`src/rtl/strobe_exec_unit_pkg.sv`:
```
// Shared definitions for the strobe execution unit: top FSM state encoding,
// nibble-handshake state encoding, bus command nibbles and the default
// per-edge ack timeout.
package strobe_exec_unit_pkg;

  typedef enum logic [3:0] {
    IDLE = 4'd0,
    CMD  = 4'd1,
    A_HI = 4'd2,
    A_LO = 4'd3,
    D_HI = 4'd4,
    D_LO = 4'd5,
    R_HI = 4'd6,
    R_LO = 4'd7,
    DONE = 4'd8
  } state_t;

  typedef enum logic [1:0] {
    HS_IDLE = 2'd0,
    HS_PRE  = 2'd1,  // ack still high from before: wait for it to drop
    HS_REQ  = 2'd2,  // req high, waiting for ack rise
    HS_REL  = 2'd3   // req low, waiting for ack fall
  } hs_state_t;

  localparam logic [3:0] CMD_WR = 4'b1000;
  localparam logic [3:0] CMD_RD = 4'b0100;

  localparam int unsigned TIMEOUT_DEF = 15;

endpackage

```
`src/rtl/strobe_exec_unit_if.sv`:
```
// Off-chip memory nibble bus: 4-bit data each way plus 4-phase req/ack.
//   bus_o    : nibble driven toward memory
//   bus_oe_o : bus_o is valid/driven
//   bus_i    : nibble returned by memory
//   req_o    : handshake request
//   ack_i    : handshake acknowledge
// master = execution unit side, slave = memory/responder side.
interface strobe_exec_unit_if;
  logic [3:0] bus_o;
  logic       bus_oe_o;
  logic [3:0] bus_i;
  logic       req_o;
  logic       ack_i;

  modport master (output bus_o, bus_oe_o, req_o, input bus_i, ack_i);
  modport slave  (input bus_o, bus_oe_o, req_o, output bus_i, ack_i);
endinterface

```
`src/rtl/strobe_exec_unit_nibble_handshake.sv`:
```
// One 4-phase nibble transfer with a per-edge timeout counter.
//   start   : begin a transfer (captures nib_out/oe)
//   nib_out : nibble to drive
//   oe      : drive enable for this nibble (0 on read phases)
//   done    : 1 in the cycle ack is seen low after the rise (phase complete)
//   timeout : 1 in the cycle the current ack-edge wait expires
//   nib_in  : bus_i captured when ack was seen high
//   mem     : nibble bus (master side)
module nibble_handshake
  import strobe_exec_unit_pkg::*;
#(
  parameter int unsigned TIMEOUT = TIMEOUT_DEF
) (
  input  logic               clk,
  input  logic               rst_n,
  input  logic               start,
  input  logic [3:0]         nib_out,
  input  logic               oe,
  output logic               done,
  output logic               timeout,
  output logic [3:0]         nib_in,
  strobe_exec_unit_if.master mem
);

  hs_state_t  hs;
  logic [3:0] cnt;
  logic [3:0] nib_q;
  logic       oe_q;
  logic       edge_seen;

  always_comb begin
    edge_seen = 1'b0;
    case (hs)
      HS_PRE:  edge_seen = !mem.ack_i;
      HS_REQ:  edge_seen = mem.ack_i;
      HS_REL:  edge_seen = !mem.ack_i;
      default: edge_seen = 1'b0;
    endcase
    done    = (hs == HS_REL) && !mem.ack_i;
    timeout = (hs != HS_IDLE) && !edge_seen && (cnt == 4'(TIMEOUT - 1));
  end

  assign mem.req_o    = (hs == HS_REQ);
  assign mem.bus_o    = nib_q;
  assign mem.bus_oe_o = oe_q;

  // The pre-wait for a stale high ack shares its count with the following
  // rise wait; the count restarts only when waiting for the ack fall.
  always_ff @(posedge clk or negedge rst_n) begin
    if (!rst_n) begin
      hs     <= HS_IDLE;
      cnt    <= '0;
      nib_q  <= '0;
      oe_q   <= 1'b0;
      nib_in <= '0;
    end else if (start) begin
      hs    <= mem.ack_i ? HS_PRE : HS_REQ;
      cnt   <= '0;
      nib_q <= nib_out;
      oe_q  <= oe;
    end else if (timeout || done) begin
      hs    <= HS_IDLE;
      cnt   <= '0;
      nib_q <= '0;
      oe_q  <= 1'b0;
    end else begin
      case (hs)
        HS_PRE: begin
          if (!mem.ack_i) hs <= HS_REQ;
          cnt <= cnt + 4'd1;
        end
        HS_REQ: begin
          if (mem.ack_i) begin
            hs     <= HS_REL;
            cnt    <= '0;
            nib_in <= mem.bus_i;
          end else begin
            cnt <= cnt + 4'd1;
          end
        end
        HS_REL:  cnt <= cnt + 4'd1;
        default: ;
      endcase
    end
  end

endmodule

```
`src/rtl/strobe_exec_unit.sv`:
```
// Executes one-hot control strobes from the mov/branch decode stage: branch,
// memory write, memory read and output-select toggle. Owns the program
// counter and output-pin select, and sequences memory ops over the nibble
// bus while stalling the core.
//   clk, rst_n      : clock, async active-low reset
//   instr_valid_i   : strobes valid this cycle
//   bcf_i           : pc += r3_i
//   mem_write_i     : write data_i to address r3_i
//   mem_read_i      : read address r3_i into rd_data_o
//   toggle_out_i    : flip out_sel_o
//   r3_i, data_i    : branch offset / address, write data
//   pc_o, stall_o   : program counter, memory op in flight
//   rd_data_o       : last read data, rd_valid_o pulses on update
//   err_o           : pulses on bus timeout abort
//   out_sel_o, pin_o: pin select and pin value
//   mem             : nibble bus (master side)
module strobe_exec_unit
  import strobe_exec_unit_pkg::*;
#(
  parameter int unsigned PC_W    = 8,
  parameter int unsigned DATA_W  = 8,
  parameter int unsigned TIMEOUT = TIMEOUT_DEF
) (
  input  logic               clk,
  input  logic               rst_n,
  input  logic               instr_valid_i,
  input  logic               bcf_i,
  input  logic               mem_write_i,
  input  logic               mem_read_i,
  input  logic               toggle_out_i,
  input  logic [DATA_W-1:0]  r3_i,
  input  logic [DATA_W-1:0]  data_i,
  output logic [PC_W-1:0]    pc_o,
  output logic               stall_o,
  output logic [DATA_W-1:0]  rd_data_o,
  output logic               rd_valid_o,
  output logic               err_o,
  output logic               out_sel_o,
  output logic [PC_W-1:0]    pin_o,
  strobe_exec_unit_if.master mem
);

  state_t              state, state_nx;
  logic                accept;
  logic                hs_start, hs_oe, hs_done, hs_timeout;
  logic [3:0]          hs_nib, hs_nib_in;
  logic [DATA_W-1:0]   addr_q, wdata_q;
  logic                op_rd_q;
  logic [3:0]          rd_hi_q;

  // DONE keeps ignoring strobes: the core is still presenting the held
  // memory instruction in that cycle, so only IDLE may accept.
  assign accept  = instr_valid_i && (state == IDLE);
  assign stall_o = (state != IDLE) && (state != DONE);
  assign pin_o   = out_sel_o ? pc_o : PC_W'(r3_i);

  nibble_handshake #(.TIMEOUT(TIMEOUT)) u_hs (
    .clk     (clk),
    .rst_n   (rst_n),
    .start   (hs_start),
    .nib_out (hs_nib),
    .oe      (hs_oe),
    .done    (hs_done),
    .timeout (hs_timeout),
    .nib_in  (hs_nib_in),
    .mem     (mem)
  );

  always_comb begin
    state_nx = state;
    hs_start = 1'b0;
    hs_nib   = '0;
    hs_oe    = 1'b0;
    case (state)
      IDLE: begin
        if (accept && !bcf_i) begin
          if (mem_write_i) begin
            state_nx = CMD;
            hs_start = 1'b1;
            hs_nib   = CMD_WR;
            hs_oe    = 1'b1;
          end else if (mem_read_i) begin
            state_nx = CMD;
            hs_start = 1'b1;
            hs_nib   = CMD_RD;
            hs_oe    = 1'b1;
          end
        end
      end
      DONE: state_nx = IDLE;
      default: begin
        if (hs_timeout) begin
          state_nx = IDLE;
        end else if (hs_done) begin
          case (state)
            CMD: begin
              state_nx = A_HI;
              hs_start = 1'b1;
              hs_nib   = addr_q[DATA_W-1 -: 4];
              hs_oe    = 1'b1;
            end
            A_HI: begin
              state_nx = A_LO;
              hs_start = 1'b1;
              hs_nib   = addr_q[3:0];
              hs_oe    = 1'b1;
            end
            A_LO: begin
              hs_start = 1'b1;
              if (op_rd_q) begin
                state_nx = R_HI;
              end else begin
                state_nx = D_HI;
                hs_nib   = wdata_q[DATA_W-1 -: 4];
                hs_oe    = 1'b1;
              end
            end
            D_HI: begin
              state_nx = D_LO;
              hs_start = 1'b1;
              hs_nib   = wdata_q[3:0];
              hs_oe    = 1'b1;
            end
            R_HI: begin
              state_nx = R_LO;
              hs_start = 1'b1;
            end
            default: state_nx = DONE;
          endcase
        end
      end
    endcase
  end

  always_ff @(posedge clk or negedge rst_n) begin
    if (!rst_n) begin
      state      <= IDLE;
      pc_o       <= '0;
      out_sel_o  <= 1'b0;
      rd_data_o  <= '0;
      rd_valid_o <= 1'b0;
      err_o      <= 1'b0;
      addr_q     <= '0;
      wdata_q    <= '0;
      op_rd_q    <= 1'b0;
      rd_hi_q    <= '0;
    end else begin
      state      <= state_nx;
      rd_valid_o <= 1'b0;
      err_o      <= 1'b0;
      if (hs_start && state == IDLE) begin
        addr_q  <= r3_i;
        wdata_q <= data_i;
        op_rd_q <= !mem_write_i;
      end
      case (state)
        IDLE: begin
          if (accept) begin
            if (bcf_i) begin
              pc_o <= pc_o + PC_W'(r3_i);
            end else if (!mem_write_i && !mem_read_i) begin
              pc_o <= pc_o + 1'b1;
              if (toggle_out_i) out_sel_o <= ~out_sel_o;
            end
          end
        end
        DONE: pc_o <= pc_o + 1'b1;
        default: begin
          if (hs_timeout) begin
            pc_o  <= pc_o + 1'b1;
            err_o <= 1'b1;
          end else if (hs_done) begin
            if (state == R_HI) rd_hi_q <= hs_nib_in;
            if (state == R_LO) begin
              rd_data_o  <= DATA_W'({rd_hi_q, hs_nib_in});
              rd_valid_o <= 1'b1;
            end
          end
        end
      endcase
    end
  end

endmodule

```
`src/flat_wrapper.sv`:
```
// flat-port wrapper written by rule: the top's interface ports become plain ports
module strobe_exec_unit_flat import strobe_exec_unit_pkg::*;
#(
  parameter int unsigned PC_W    = 8,
  parameter int unsigned DATA_W  = 8,
  parameter int unsigned TIMEOUT = TIMEOUT_DEF
)
  (clk, rst_n, instr_valid_i, bcf_i, mem_write_i, mem_read_i, toggle_out_i, r3_i, data_i, pc_o, stall_o, rd_data_o, rd_valid_o, err_o, out_sel_o, pin_o, mem_bus_o, mem_bus_oe_o, mem_req_o, mem_bus_i, mem_ack_i);
  strobe_exec_unit_if mem_i ();
  input  logic clk;
  input  logic rst_n;
  input  logic instr_valid_i;
  input  logic bcf_i;
  input  logic mem_write_i;
  input  logic mem_read_i;
  input  logic toggle_out_i;
  input  logic [DATA_W-1:0] r3_i;
  input  logic [DATA_W-1:0] data_i;
  output logic [PC_W-1:0] pc_o;
  output logic stall_o;
  output logic [DATA_W-1:0] rd_data_o;
  output logic rd_valid_o;
  output logic err_o;
  output logic out_sel_o;
  output logic [PC_W-1:0] pin_o;
  output wire logic [$bits(mem_i.bus_o)-1:0] mem_bus_o;
  output wire logic [$bits(mem_i.bus_oe_o)-1:0] mem_bus_oe_o;
  output wire logic [$bits(mem_i.req_o)-1:0] mem_req_o;
  input wire logic [$bits(mem_i.bus_i)-1:0] mem_bus_i;
  input wire logic [$bits(mem_i.ack_i)-1:0] mem_ack_i;
  assign mem_bus_o = mem_i.bus_o;
  assign mem_bus_oe_o = mem_i.bus_oe_o;
  assign mem_req_o = mem_i.req_o;
  assign mem_i.bus_i = mem_bus_i;
  assign mem_i.ack_i = mem_ack_i;
  strobe_exec_unit #(.PC_W(PC_W), .DATA_W(DATA_W), .TIMEOUT(TIMEOUT)) u_core (.clk(clk), .rst_n(rst_n), .instr_valid_i(instr_valid_i), .bcf_i(bcf_i), .mem_write_i(mem_write_i), .mem_read_i(mem_read_i), .toggle_out_i(toggle_out_i), .r3_i(r3_i), .data_i(data_i), .pc_o(pc_o), .stall_o(stall_o), .rd_data_o(rd_data_o), .rd_valid_o(rd_valid_o), .err_o(err_o), .out_sel_o(out_sel_o), .pin_o(pin_o), .mem(mem_i));
endmodule
```
`config.mk`:
```
export PLATFORM = sky130hd
export DESIGN_NAME = strobe_exec_unit_flat
export DESIGN_NICKNAME = d
export VERILOG_FILES = /design/src/rtl/strobe_exec_unit_pkg.sv /design/src/rtl/strobe_exec_unit_if.sv /design/src/rtl/strobe_exec_unit_nibble_handshake.sv /design/src/rtl/strobe_exec_unit.sv /design/src/flat_wrapper.sv
export SDC_FILE = /design/constraint.sdc
export NUM_CORES = 1
export LEC_CHECK = 0
export ABC_AREA = 1
export CORE_ASPECT_RATIO = 0.5
export CORE_MARGIN = 2
export CORE_UTILIZATION = 50
export CTS_CLUSTER_SIZE = 20
export DETAILED_ROUTE_END_ITERATION = 8
export PLACE_DENSITY_LB_ADDON = 0.2
export SYNTH_ARGS = -nofsm -noshare
export SYNTH_HDL_FRONTEND = slang
export SYNTH_HIERARCHICAL = 1
export SYNTH_SLANG_ARGS = --single-unit
```
`constraint.sdc`:
```
create_clock -name clk -period 6.9 [get_ports clk]
set_input_delay 1.38 -clock clk [delete_from_list [all_inputs] [get_ports clk]]
set_output_delay 1.38 -clock clk [all_outputs]
set_load 0.01 [all_outputs]
```
==> impl_metrics.json <==
{
  "synth-seq-cells": 59,
  "crit_slowest_cell": "clkdlybuf4s50_1",
  "wl_per_cell_um": 12.92,
  "post_synth.cell_area_avg_um2": 7.628,
  "synth_top_cell_area_share_pct": 40.66,
  "grt_pass1_vias": 3042,
  "clock.fmax_mhz": 246.6,
  "cellInternalPower_mw": 1.170,
  "syn_area_um2": 3631,
  "synthCells": 476,
  "period_needed_ps": 4055,
  "io_buffers": 61,
  "synth_flop_cell": "dfrtp_1",
  "wirelength_um": 8245,
  "clock_sinks": 59,
  "gr-usage-met3_pct": 5.193,
  "async_flop_share_pct": 100.0,
  "syn-num-nets": 515,
  "worst_pin_slew_ps": 748.5,
  "cts-hold-fix-buffers": 0,
  "htreeDepth": 3,
  "cp_num_buf_inv": 3,
  "cts_tree": "built",
  "syn2layout_area_growth_pct": 27.22,
  "skew_ps": 2.551,
  "die_w_um": 124.5,
  "io_pins": 62,
  "slew_violations": 0,
  "finish.net_count": 580,
  "synth-edff-count": 0,
  "comb_power_share_pct": 44.1,
  "use_met1_pct": 29.74,
  "vdd_ir_drop_max_mv": 0.2224,
  "pwr-share-clk_pct": 24.5,
  "status": "complete, no violations",
  "drc": 0,
  "die_area_um2": 8001,
  "grt_max_degree": 60,
  "num_rows": 21,
  "drive_above_1_share_pct": 11.90,
  "dp_hpwl_um": 6052,
  "power.total_mw": 1.971,
  "hold_depth": 2,
  "postCtsResizedCells": 0,
  "finalCritPeriodShare_pct": 58.77,
  "ys_seq_area_share_pct": 40.66,
  "finalSetupTns_ps": 0,
  "finalWeightedCongestion": 0.8505,
  "worstSkewPairLatency_ps": 330,
  "fp.dieH_um": 64.26,
  "grt_pass1_wl_um": 14000,
  "maxCapViolCount": 0,
  "final_area_um2": 4619,
  "holdWs_ps": 470.0,
  "clk_path_buf_depth": 2,
  "path_depth": 4,
  "post-cts-setup-buffer-count": 0,
  "powerDensity_nw_per_um2": 426.7,
  "grt-ovfl-total": 0,
  "grtUsageMet2_pct": 35.79,
  "num_antenna_cells": 0,
  "crit_top_cell": "clkdlybuf4s50_1",
  "dr.pass1.iters": 4,
  "ys_top_cells_by_area": "dfrtp_1 41%, nand2_1 15%, inv_1 6.6%",
  "setup.worst_path.class": "in -> out",
  "route.vias.total": 3180,
  "startpoint_type": "input pin",
  "fillCellCount": 607,
  "yosysUniqueCellTypes": 35,
  "finalSetupViolations": 0,
  "placed_area_um2": 4292,
  "hold_viol": 0,
  "critPathArrivalTime_ps": 2680,
  "switching_share_pct": 40.65,
  "antenna_found_initial": 0,
  "rsz0062_at_grt": "false",
  "drt_iter0_markers": 261,
  "cp_cell_sequence": "clkdlybuf4s50_1, inv_1, o21ai_0, clkdlybuf4s50_1",
  "sequentialPowerShare_pct": 31.4,
  "top_usage_layer": "met2",
  "clock-root-buffer": "clkbuf_16",
  "switchingPower_mw": 0.8014,
  "core-area_um2": 6858,
  "slew_headroom_pct": 50.10,
  "critPathTopFamily": "buffers and inverters",
  "track_usage_pct": 22.15,
  "yosys_warnings": 6,
  "viasPerCell": 4.984,
  "yosysMostFrequentCell": "nand2_1",
  "p_leak_nw": 2.269,
  "synth.largest_area_cell": "dfrtp_1",
  "start_util_pct": 52.95,
  "crit_fanout": 2,
  "crit_required_ps": 5520,
  "cts-buffers-inserted": 9,
  "cts.reportedPaths.clkPinSlew_ps": 50,
  "cp-end-kind": "output pin",
  "r2r_cells": 8,
  "hp-class": "reg -> reg",
  "synth_common_cells": "149 x nand2_1, 64 x inv_1, 59 x dfrtp_1, 45 x nand3_1, 33 x o21ai_0",
  "ant_nets": 0,
  "max_stage_delay_ps": 570
}
-- kinds of logic after synthesis --
group,Yosys count,synth area share [%]
AND/OR/NAND/NOR,255,32.98
buffers and inverters,78,9.097
AO/OA/AOI/OAI,62,10.34
flip-flops,59,40.66
adder cells (fa/ha/maj),11,3.997
XOR/XNOR,7,1.689
multiplexers,4,1.240
-- flip-flops by register name, indices dropped and copies added, names as in the netlist, 2 cells and up --
| name | count |
|---|---|
| u_core/rd_data_o | 8 |
| u_core/u_hs/mem.bus_o | 4 |
| u_core/rd_hi_q | 4 |
| u_core/wdata_q | 8 |
| u_core/u_hs/hs | 2 |
| u_core/u_hs/nib_in | 4 |
| u_core/addr_q | 8 |
| u_core/u_hs/cnt | 4 |
| u_core/state | 4 |
| u_core/pc_o | 8 |
-- layout by cell type (no fill, tap or decap), drive strengths merged --
cell type      netlist  final
a21oi               10     10
buf                  6      2
bufinv               0      2
clkbuf               2     10
clkdlybuf4s50        0     60
clkinv               1      3
clkinvlp             0      2
dfrtp               59     59
fa                   1      1
ha                  10     10
inv                 69     69
mux2                 4      4
nand2              157    157
nand3               48     48
nand3b               2      2
nand4               10     10
nor2                34     34
nor3                 3      3
o2111ai              1      1
o211ai               1      1
o21ai               47     47
o22ai                3      3
or2                  1      1
xnor2                5      5
xor2                 2      2
-- power by group through the flow --
stage / logic [mW] / clock network (mW) / registers [mW]
finish: 0.870 / 0.483 / 0.618
global route: 0.989 / 0.508 / 0.636
CTS: 0.872 / 0.491 / 0.617
detailed placement: 0.866 / 0 / 0.621
global placement: 0.847 / 0 / 0.618
floorplan: 0.618 / 0 / 0.581
-- routing by layer --
metal	wire length (um)	part of all wire, %	vias to the layer above
met3	477	5.8	4
met5	0	0	-
met4	38	0.46	0
li1	-	-	1653
met2	3716	45	89
met1	4012	49	1434
-- worst reg2reg max path: cells and delay by family (launching register included) --
kind                   cells  cell delay (ps)
multiplexers               1              370
buffers and inverters      1              160
flip-flops                 1              470
AND/OR/NAND/NOR            6             1620
-- cell type report --
type                    count  area (um2)  share of cell area (%)
clock buffers              10       239.0                   5.173
well taps                  92       115.1                   2.492
flip-flops and latches     59        1476                   31.96
clock inverters             6       88.84                   1.923
repair buffers             62       613.1                   13.27
inverters                  70       262.8                   5.688
multi-input cells         339        1824                   39.49
-- path summary, 6_finish.rpt --
kind                              startpoint                    end  slack, ps
min in group asynchronous              rst_n       u_core/addr_q[1]       1200
max reg2reg                  u_core/state[1]  u_core/u_hs/nib_in[0]       4170
max in group asynchronous              rst_n    u_core/rd_data_o[0]       5210
max                                  r3_i[2]               pin_o[2]       2840
min reg2reg                u_core/wdata_q[7]      u_core/wdata_q[7]        470
min                        u_core/wdata_q[7]      u_core/wdata_q[7]        470
-- through the flow --
step	cells	util (%)	worst slack, ps
after floorplan	476	-	3786
after global placement	622	62.58	2840
after detailed placement	622	62.58	2824
after CTS	638	67.36	2824
after global routing	638	67.36	2772
final	638	67.36	2845
(Power assumes the default switching activity.)
